### config.mk
export PLATFORM = sky130hd
export DESIGN_NAME = mbist_march_ctrl_flat
export DESIGN_NICKNAME = d
export VERILOG_FILES = /design/src/rtl/mbist_march_ctrl_pkg.sv /design/src/rtl/mbist_march_ctrl_if.sv /design/src/rtl/mbist_march_ctrl_addr_gen.sv /design/src/rtl/mbist_march_ctrl.sv /design/src/flat_wrapper.sv
export SDC_FILE = /design/constraint.sdc
export NUM_CORES = 1
export LEC_CHECK = 0
export ABC_AREA = 1
export BUFFER_PORTS_ARGS = -buffer_cell sky130_fd_sc_hd__clkbuf_2
export CORE_MARGIN = 5
export CORE_UTILIZATION = 55
export CTS_BUF_LIST = sky130_fd_sc_hd__clkbuf_8
export CTS_CLUSTER_DIAMETER = 40
export CTS_CLUSTER_SIZE = 14
export DETAILED_ROUTE_END_ITERATION = 10
export PLACE_DENSITY_LB_ADDON = 0.12
export SLEW_MARGIN = 15
export SYNTH_ARGS = -nofsm -noshare
export SYNTH_HDL_FRONTEND = slang
export SYNTH_SLANG_ARGS = --single-unit
### constraint.sdc
create_clock -name clk -period 2.3 [get_ports clk]
set_clock_uncertainty 0.1 [all_clocks]
set_input_delay 0.46 -clock clk [delete_from_list [all_inputs] [get_ports clk]]
set_output_delay 0.46 -clock clk [all_outputs]
set_load 0.005 [all_outputs]
### src/rtl/mbist_march_ctrl_pkg.sv
// Shared types and March C- element tables for the MBIST controller.
package mbist_march_ctrl_pkg;

   typedef enum logic [2:0] {M0, M1, M2, M3, M4, M5} march_elem_e;
   typedef enum logic {OP_R, OP_W} op_e;
   typedef enum logic [1:0] {S_IDLE, S_RUN, S_DRAIN, S_DONE} state_e;

   localparam march_elem_e LAST_ELEM = M5;

   // Address order of each element: 1 = descending.
   function automatic logic elem_down(input march_elem_e e);
      return (e == M3) || (e == M4);
   endfunction

   function automatic logic [1:0] elem_nops(input march_elem_e e);
      return ((e == M0) || (e == M5)) ? 2'd1 : 2'd2;
   endfunction

   function automatic op_e elem_op(input march_elem_e e, input logic ph);
      case (e)
         M0:      return OP_W;
         M5:      return OP_R;
         default: return ph ? OP_W : OP_R;
      endcase
   endfunction

   // 1 selects the inverted background for operation ph of element e.
   function automatic logic elem_inv(input march_elem_e e, input logic ph);
      case (e)
         M1, M3:  return ph;
         M2, M4:  return ~ph;
         default: return 1'b0;
      endcase
   endfunction

endpackage

### src/rtl/mbist_march_ctrl_if.sv
// Single-port RAM port as seen from the controller (master) and the RAM (slave).
interface mbist_march_ctrl_if #(
   parameter int ADDR_W = 6,
   parameter int DATA_W = 8
);
   logic              ram_we;
   logic [ADDR_W-1:0] ram_addr;
   logic [DATA_W-1:0] ram_din;
   logic [DATA_W-1:0] ram_dout;

   modport master (output ram_we, ram_addr, ram_din, input ram_dout);
   modport slave  (input ram_we, ram_addr, ram_din, output ram_dout);
endinterface

### src/rtl/mbist_march_ctrl_addr_gen.sv
// Up/down march address counter; load picks the direction and the start address.
module mbist_march_ctrl_addr_gen #(
   parameter int ADDR_W = 6
) (
   input  logic              clk,
   input  logic              rst_n,
   input  logic              load,
   input  logic              down_in,
   input  logic              step,
   output logic [ADDR_W-1:0] addr,
   output logic              last
);
   localparam logic [ADDR_W-1:0] ONE = ADDR_W'(1);

   logic down;

   always_ff @(posedge clk or negedge rst_n) begin
      if (!rst_n) begin
         addr <= '0;
         down <= 1'b0;
      end else if (load) begin
         down <= down_in;
         addr <= down_in ? '1 : '0;
      end else if (step) begin
         addr <= down ? addr - ONE : addr + ONE;
      end
   end

   assign last = down ? (addr == '0) : (addr == '1);

endmodule

### src/rtl/mbist_march_ctrl.sv
// March C- MBIST controller: sequences the RAM through the march, compares reads
// and muxes the RAM port between functional logic and the BIST engine.
module mbist_march_ctrl
   import mbist_march_ctrl_pkg::*;
#(
   parameter int                ADDR_W = 6,
   parameter int                DATA_W = 8,
   parameter logic [DATA_W-1:0] BG     = '0
) (
   input  logic               clk,
   input  logic               rst_n,
   input  logic               start,
   input  logic               func_we,
   input  logic [ADDR_W-1:0]  func_addr,
   input  logic [DATA_W-1:0]  func_din,
   mbist_march_ctrl_if.master ram,
   output logic               busy,
   output logic               done,
   output logic               fail,
   output logic [ADDR_W-1:0]  fail_addr,
   output logic [2:0]         fail_elem,
   output logic [DATA_W-1:0]  fail_exp,
   output logic [DATA_W-1:0]  fail_act,
   output logic [7:0]         fail_cnt
);
   state_e            state, state_nx;
   logic              start_acc;
   march_elem_e       elem, elem_nx;
   logic              ph, exhausted;
   logic              issue, op_last, elem_end;
   op_e               cur_op;
   logic              gen_load, gen_down, gen_step, gen_last;
   logic [ADDR_W-1:0] gen_addr;
   logic              we_p0, rd_p0;
   logic [ADDR_W-1:0] addr_p0;
   logic [DATA_W-1:0] din_p0;
   march_elem_e       elem_p0;
   logic              vld_p1, miscmp;
   logic [ADDR_W-1:0] addr_p1;
   march_elem_e       elem_p1;
   logic [DATA_W-1:0] exp_p1;

   always_ff @(posedge clk or negedge rst_n) begin
      if (!rst_n) state <= S_IDLE;
      else        state <= state_nx;
   end

   always_comb begin
      state_nx = state;
      case (state)
         S_IDLE, S_DONE: if (start) state_nx = S_RUN;
         S_RUN:          if (exhausted) state_nx = S_DRAIN;
         S_DRAIN:        state_nx = S_DONE;
         default:        state_nx = S_IDLE;
      endcase
   end

   always_comb begin
      busy      = 1'b0;
      done      = 1'b0;
      start_acc = 1'b0;
      case (state)
         S_IDLE:         start_acc = start;
         S_RUN, S_DRAIN: busy = 1'b1;
         S_DONE: begin
            done      = 1'b1;
            start_acc = start;
         end
         default: ;
      endcase
   end

   assign issue    = (state == S_RUN) && !exhausted;
   assign op_last  = ({1'b0, ph} + 2'd1) == elem_nops(elem);
   assign elem_end = op_last && gen_last;
   assign elem_nx  = march_elem_e'(elem + 3'd1);
   assign cur_op   = elem_op(elem, ph);
   assign gen_load = start_acc || (issue && elem_end && (elem != LAST_ELEM));
   assign gen_down = start_acc ? elem_down(M0) : elem_down(elem_nx);
   assign gen_step = issue && op_last && !gen_last;

   mbist_march_ctrl_addr_gen #(.ADDR_W(ADDR_W)) u_addr_gen (
      .clk     (clk),
      .rst_n   (rst_n),
      .load    (gen_load),
      .down_in (gen_down),
      .step    (gen_step),
      .addr    (gen_addr),
      .last    (gen_last)
   );

   // Sequencer: element / operation position; exhausted marks the last op issued.
   always_ff @(posedge clk or negedge rst_n) begin
      if (!rst_n) begin
         elem      <= M0;
         ph        <= 1'b0;
         exhausted <= 1'b0;
      end else if (start_acc) begin
         elem      <= M0;
         ph        <= 1'b0;
         exhausted <= 1'b0;
      end else if (issue) begin
         if (!op_last) begin
            ph <= 1'b1;
         end else begin
            ph <= 1'b0;
            if (gen_last) begin
               if (elem == LAST_ELEM) exhausted <= 1'b1;
               else                   elem      <= elem_nx;
            end
         end
      end
   end

   // Stage p0: BIST drive registers; reads carry the expected pattern in din_p0.
   always_ff @(posedge clk or negedge rst_n) begin
      if (!rst_n) begin
         we_p0   <= 1'b0;
         rd_p0   <= 1'b0;
         addr_p0 <= '0;
         din_p0  <= '0;
         elem_p0 <= M0;
      end else if (issue) begin
         we_p0   <= (cur_op == OP_W);
         rd_p0   <= (cur_op == OP_R);
         addr_p0 <= gen_addr;
         din_p0  <= elem_inv(elem, ph) ? ~BG : BG;
         elem_p0 <= elem;
      end else begin
         we_p0 <= 1'b0;
         rd_p0 <= 1'b0;
      end
   end

   // Stage p1: read context aligned with the RAM's registered output.
   always_ff @(posedge clk or negedge rst_n) begin
      if (!rst_n) vld_p1 <= 1'b0;
      else        vld_p1 <= rd_p0;
   end

   always_ff @(posedge clk) begin
      addr_p1 <= addr_p0;
      elem_p1 <= elem_p0;
      exp_p1  <= din_p0;
   end

   assign miscmp = vld_p1 && (ram.ram_dout != exp_p1);

   always_ff @(posedge clk or negedge rst_n) begin
      if (!rst_n) begin
         fail      <= 1'b0;
         fail_cnt  <= '0;
         fail_addr <= '0;
         fail_elem <= '0;
         fail_exp  <= '0;
         fail_act  <= '0;
      end else if (start_acc) begin
         fail      <= 1'b0;
         fail_cnt  <= '0;
         fail_addr <= '0;
         fail_elem <= '0;
         fail_exp  <= '0;
         fail_act  <= '0;
      end else if (miscmp) begin
         fail <= 1'b1;
         if (fail_cnt != 8'hFF) fail_cnt <= fail_cnt + 8'd1;
         if (!fail) begin
            fail_addr <= addr_p1;
            fail_elem <= elem_p1;
            fail_exp  <= exp_p1;
            fail_act  <= ram.ram_dout;
         end
      end
   end

   always_comb begin
      ram.ram_we   = busy ? we_p0   : func_we;
      ram.ram_addr = busy ? addr_p0 : func_addr;
      ram.ram_din  = busy ? din_p0  : func_din;
   end

endmodule

### src/flat_wrapper.sv
// flat-port wrapper written by rule: the top's interface ports become plain ports
module mbist_march_ctrl_flat import mbist_march_ctrl_pkg::*;
#(
   parameter int                ADDR_W = 6,
   parameter int                DATA_W = 8,
   parameter logic [DATA_W-1:0] BG     = '0
)
  (clk, rst_n, start, func_we, func_addr, func_din, busy, done, fail, fail_addr, fail_elem, fail_exp, fail_act, fail_cnt, ram_ram_we, ram_ram_addr, ram_ram_din, ram_ram_dout);
  mbist_march_ctrl_if #(.ADDR_W(ADDR_W), .DATA_W(DATA_W)) ram_i ();
  input  logic clk;
  input  logic rst_n;
  input  logic start;
  input  logic func_we;
  input  logic [ADDR_W-1:0] func_addr;
  input  logic [DATA_W-1:0] func_din;
  output logic busy;
  output logic done;
  output logic fail;
  output logic [ADDR_W-1:0] fail_addr;
  output logic [2:0] fail_elem;
  output logic [DATA_W-1:0] fail_exp;
  output logic [DATA_W-1:0] fail_act;
  output logic [7:0] fail_cnt;
  output wire logic [$bits(ram_i.ram_we)-1:0] ram_ram_we;
  output wire logic [$bits(ram_i.ram_addr)-1:0] ram_ram_addr;
  output wire logic [$bits(ram_i.ram_din)-1:0] ram_ram_din;
  input wire logic [$bits(ram_i.ram_dout)-1:0] ram_ram_dout;
  assign ram_ram_we = ram_i.ram_we;
  assign ram_ram_addr = ram_i.ram_addr;
  assign ram_ram_din = ram_i.ram_din;
  assign ram_i.ram_dout = ram_ram_dout;
  mbist_march_ctrl #(.ADDR_W(ADDR_W), .DATA_W(DATA_W), .BG(BG)) u_core (.clk(clk), .rst_n(rst_n), .start(start), .func_we(func_we), .func_addr(func_addr), .func_din(func_din), .ram(ram_i), .busy(busy), .done(done), .fail(fail), .fail_addr(fail_addr), .fail_elem(fail_elem), .fail_exp(fail_exp), .fail_act(fail_act), .fail_cnt(fail_cnt));
endmodule
---- After elaboration in Yosys (flattened, before gate mapping) ----
Index checks and enable logic that the tools add are counted.
cells by class
  $add $sub $neg .......................... 5
  reductions and logical operators ........ 31
  bitwise gates (word level) .............. 2
  multiplexer cells ....................... 53
  eq/ne operators ......................... 19
operators by type and width
  kind                   count
  $mux W8                11
  $mux W6                8
  $mux W3                8
  $mux W1                20
  $reduce_bool A2 Y1     7
  $eq A3 B2 Y1 const B   3
  $eq A3 B3 Y1 const B   3
  $add A8 B1 Y8 const B  1
  $ne A8 B8 Y1           1
  $ne A8 B8 Y1 const B   1
  $reduce_and A4 Y1      2
  $reduce_or A2 Y1       4
  $logic_and A1 B1 Y1    7
  $add A6 B1 Y6 const B  1
  $eq A6 B6 Y1 const B   1
  $logic_not A6 Y1       1
  $mux W2                3
  $ne A2 B1 Y1 const B   3
  $pmux W2 S3            1
  $reduce_and A2 Y1      3
  $sub A6 B1 Y6 const B  1
  $eq A2 B2 Y1 const B   2
  $pmux W1 S2            2
  $add A3 B1 Y3 const B  1
  11 further kinds       15
word-level totals
  input bits .............................. 26
  bits in registers ....................... 85

---- Logic depth before layout (Yosys ltp) ----
  depth after elaboration ................. 9
  depth in mapped cells ................... 12
  gate-level depth less buffers ........... 12

---- Modules after synthesis ----
Synthesis repeated with hierarchy kept, for this count alone.
second synthesis, totals
  cells, all modules ...................... 420
  area total of the unflattened synthesis .. 3377.0 µm²
modules (own cells, without submodules)
  module                     area an instance (µm²)  times used  cells each  sequential area each (µm²)
  mbist_march_ctrl           2832.7                  1           351         1376.3
  mbist_march_ctrl_addr_gen  544.3                   1           69          175.2

---- Least setup slack after synthesis ----
Ideal clock, no wire load.
  path type ............................... register to output
  start ................................... reg u_core.state[0]
  end ..................................... out ram_ram_addr[0]
  required time ........................... 1.740 ns
  stages on the path, launching flop included .. 6
  buffers on the path ..................... 2
  data arrival time ....................... 1.360 ns
  path slack .............................. 0.380 ns
  cell sequence ........................... dfrtp_1 ha_1 clkbuf_1 clkbuf_1 nand2_1 nand2_1
between the ends
  cells in the longest elaborated chain, start to end .. 4
ends and longest elaborated chain
  what                                          RTL line                 text
  from (decl)                                   mbist_march_ctrl.sv:26   state_e state, state_nx;
  from (signal assigned)                        mbist_march_ctrl.sv:45   else state <= state_nx;
  $eq A2 B2 Y1 or $eq A2 B1 Y1 (tied branches)  mbist_march_ctrl.sv:62   case (state)
  $reduce_or A2 Y1 (*)                          mbist_march_ctrl.sv:62
  $mux W1 (*)                                   mbist_march_ctrl.sv:62
  $mux W6 (*)                                   mbist_march_ctrl.sv:178  ram.ram_addr = busy ? addr_p0 : func_addr;
  to (decl)                                     flat_wrapper.sv:25       output wire logic [$bits(ram_i.ram_addr)-1:0] ram_ram_addr;
Mark *: on every way between the ends. The rest lies on a longest branch, timed or not.

---- Worst setup path after layout ----
  start ................................... reg u_core.state[1]
  end ..................................... out ram_ram_din[0]
between the ends
  cells in the longest elaborated chain, start to end .. 4
ends and longest elaborated chain
  what                                          RTL line                 text
  $eq A2 B2 Y1 or $eq A2 B1 Y1 (tied branches)  mbist_march_ctrl.sv:62
  $reduce_or A2 Y1 (*)                          mbist_march_ctrl.sv:62
  $mux W1 (*)                                   mbist_march_ctrl.sv:62
  $mux W8 (*)                                   mbist_march_ctrl.sv:179  ram.ram_din = busy ? din_p0 : func_din;
  to (decl)                                     flat_wrapper.sv:26       output wire logic [$bits(ram_i.ram_din)-1:0] ram_ram_din;
Marks and branches as above.

==> impl_metrics.toml <==
[status]
status = "finished, final reports clean"

[pwr]
leakagePower_nw = 2.31
peakVddDrop_mv = 0.703
power_w = 0.00426
power_density_nw_per_um2 = 1050

[floorplanning]
die_area_um2 = 7880
die_h_um = 88.8
dieWidth_um = 88.8
num_rows = 28
initial_core_util_pct = 57.0
core_area_um2 = 5990
num_io_pins = 77

[route]
vias = 3028
wl_per_cell_um = 13.0
drt-total-wl_um = 7560
routed-wl-met2_um = 3580
drt_iter0_markers = 190
first_pass_iters = 4
viasPerCell = 5.22
wl_met3_um = 579
routed.top_layer = "met4"
drt-met1-wl_um = 3330
antenna_left = 0
drc = 0

[setup_path]
worstPathRequired_ns = 1.74
critical_path_class = "reg2out"
cp_max_fo = 11
cp-start-kind = "register"
crit_path_start = "u_core.state[1]$_DFFE_PN0P_"
timing.rr.start = "u_core.state[1]$_DFFE_PN0P_"
cp-end-kind = "primary output"
arrival_ns = 1.63

[final_layout]
seqCellArea_um2 = 1550
n_fill_cell = 509
n_antenna_cell = 0
final_cell_mix = "nand2_1 (128), clkbuf_2 (76), nand3_1 (54), dfrtp_1 (54), inv_1 (35)"
layout_commonest_cell = "nand2_1"
multi_input_area_um2 = 1630
drive_gt1_share_pct = 24.0
fin_area_um2 = 4060
area_delta_synth_final_pct = 19.1
num-nets-final = 540

[grt]
antenna_found_initial = 0
grt_pass1_wl_um = 12600
gr-total-overflow = 0
grt_usage_pct = 20.5
grt_max_degree = 55
grt_pass1_vias = 2814

[synthesis]
yosysTopAreaCell = "dfrtp_1"
syn_area_per_cell_um2 = 8.01
netlist_instances = 426
yosys_warnings = 0
synth-edff-count = 0
syn_nets = 466
syn_area_um2 = 3410
yosysUniqueCellTypes = 36
ys_seq_area_share_pct = 45.5
netlist.area_leader.share_pct = 39.6
synth_seq_cells = 64
synthTopCellsByArea = "dfrtp_1 (40%), nand2_1 (14%), nand3_1 (7.9%)"
synthFlopType = "dfrtp_1"
async_flop_share_pct = 84.4

[clock_tree]
cts_sinks = 64
clockBufferDepth = 2
ctsHoldBuffers = 0
clkLatencyLatePin_ns = 0.35
cts_made_buffers = 9
cts_root_buffer = "clkbuf_8"
cts.clk_slew.worst_paths_ns = 0.07
htree_levels = 3
cts_tree = "built"

[timing]
rsz0062_at_grt = "false"
fin_ws_ns = 0.113
min_period_over_period_pct = 95.1
setup_viol = 0
slew_headroom_pct = 54.6
maxSlewViolCount = 0
period_needed_ns = 2.19
fmax_mhz = 457
hold_violations = 0
worstMarginPinSlew_ns = 0.682

[flow_run]
maxCapViolations = 0

[place]
hpwlAfterDp_um = 5500
place_ws_ns = -0.0815
dpl_cell_area_um2 = 3830
gp_congestion = 0.798
portBuffers = 76

[hold_path]
hold_path.class = "in2async"
-- path summary, 6_finish.rpt --
path | end | cells after the start | slack, ns
worst max-delay path | ram_ram_din[0] | 6 | 0.11
worst min-delay path | u_core.fail_exp[6]$_DFFE_PN0P_ | 2 | 0.15
worst max register to register | u_core.u_addr_gen.addr[4]$_DFFE_PN0P_ | 10 | 0.30
worst min register to register | u_core.vld_p1$_DFF_PN0_ | 0 | 0.25
max in group asynchronous | u_core.elem[0]$_DFFE_PN0P_ | 2 | 1.50
min in group clk | u_core.vld_p1$_DFF_PN0_ | 0 | 0.25
-- report_power, final --
part / internal, W / leakage (nW) / switching, W
Clock: 0.000516 / 0.106 / 0.000415
Combinational: 0.000710 / 1.38 / 0.00113
Sequential: 0.00131 / 0.819 / 0.000175
Total: 0.00254 / 2.31 / 0.00172
-- Yosys cell counts, types with 3 or more instances --
cell type    n
a21oi_1      4
buf_2        5
buf_4        7
clkbuf_1     7
dfrtp_1     54
dfxtp_1     10
ha_1        13
inv_1       33
nand2_1    130
nand2_2      5
nand2_4      3
nand3_1     54
nand3_2      3
nand4_1     24
nor2_1      22
o21ai_0     21
xor2_1       7
-- cell type report --
type | count | share of cell area (%)
Clock buffer | 10 | 3.39
Tap cell | 75 | 2.31
Inverter | 37 | 3.57
Timing Repair Buffer | 84 | 11.1
Sequential cell | 64 | 38.2
Multi-Input combinational cell | 304 | 40.1
Clock inverter | 6 | 1.32
-- worst max-delay path, stage by stage (launching register included) --
cell and delay (ns):
dfrtp_1 0.37, inv_1 0.08, ha_4 0.34, clkinvlp_4 0.18, nand2_4 0.14, nand2_1 0.07
clkbuf_2 0.11
-- metal layers --
metal | global-route usage [%] | vias up
li1 | - | 1533
met1 | 26.2 | 1399
met2 | 34.2 | 89
met3 | 5.40 | 7
met4 | 5.77 | 0
met5 | 0 | -
-- through the flow --
step | hold WS, ns | TNS, ns | util [%] | instances
final | 0.146 | 0 | 67.8 | 580
after global routing | 0.194 | 0 | 67.8 | 580
after CTS | 0.159 | 0 | 67.5 | 579
after detailed placement | 0.241 | -0.637 | 64.0 | 563
after global placement | 0.237 | 0 | 64.0 | 563
after floorplan | 0.0644 | 0 | - | 426
-- cell families after synthesis --
family,share of synthesized area (%)
and+or+nand+nor,35.1
DFF,45.5
buffers and inverters,7.63
AOI/OAI and AO/OA,4.36
adders and majority gates,5.35
xor gates and xnor gates,2.05
-- sequential cells by signal (all words and copies together), names as in the netlist, 6 cells and up --
signal                  flops
u_core.fail_act             8
u_core.fail_cnt             8
u_core.addr_p0              6
u_core.addr_p1              6
u_core.fail_addr            6
u_core.u_addr_gen.addr      6
-- timing repair --
item	4_1_cts	5_1_grt
setup endpoints to repair	11	9
gates resized for setup	3	3
setup buffers	0	1
Power figures use the tool's default switching activity.
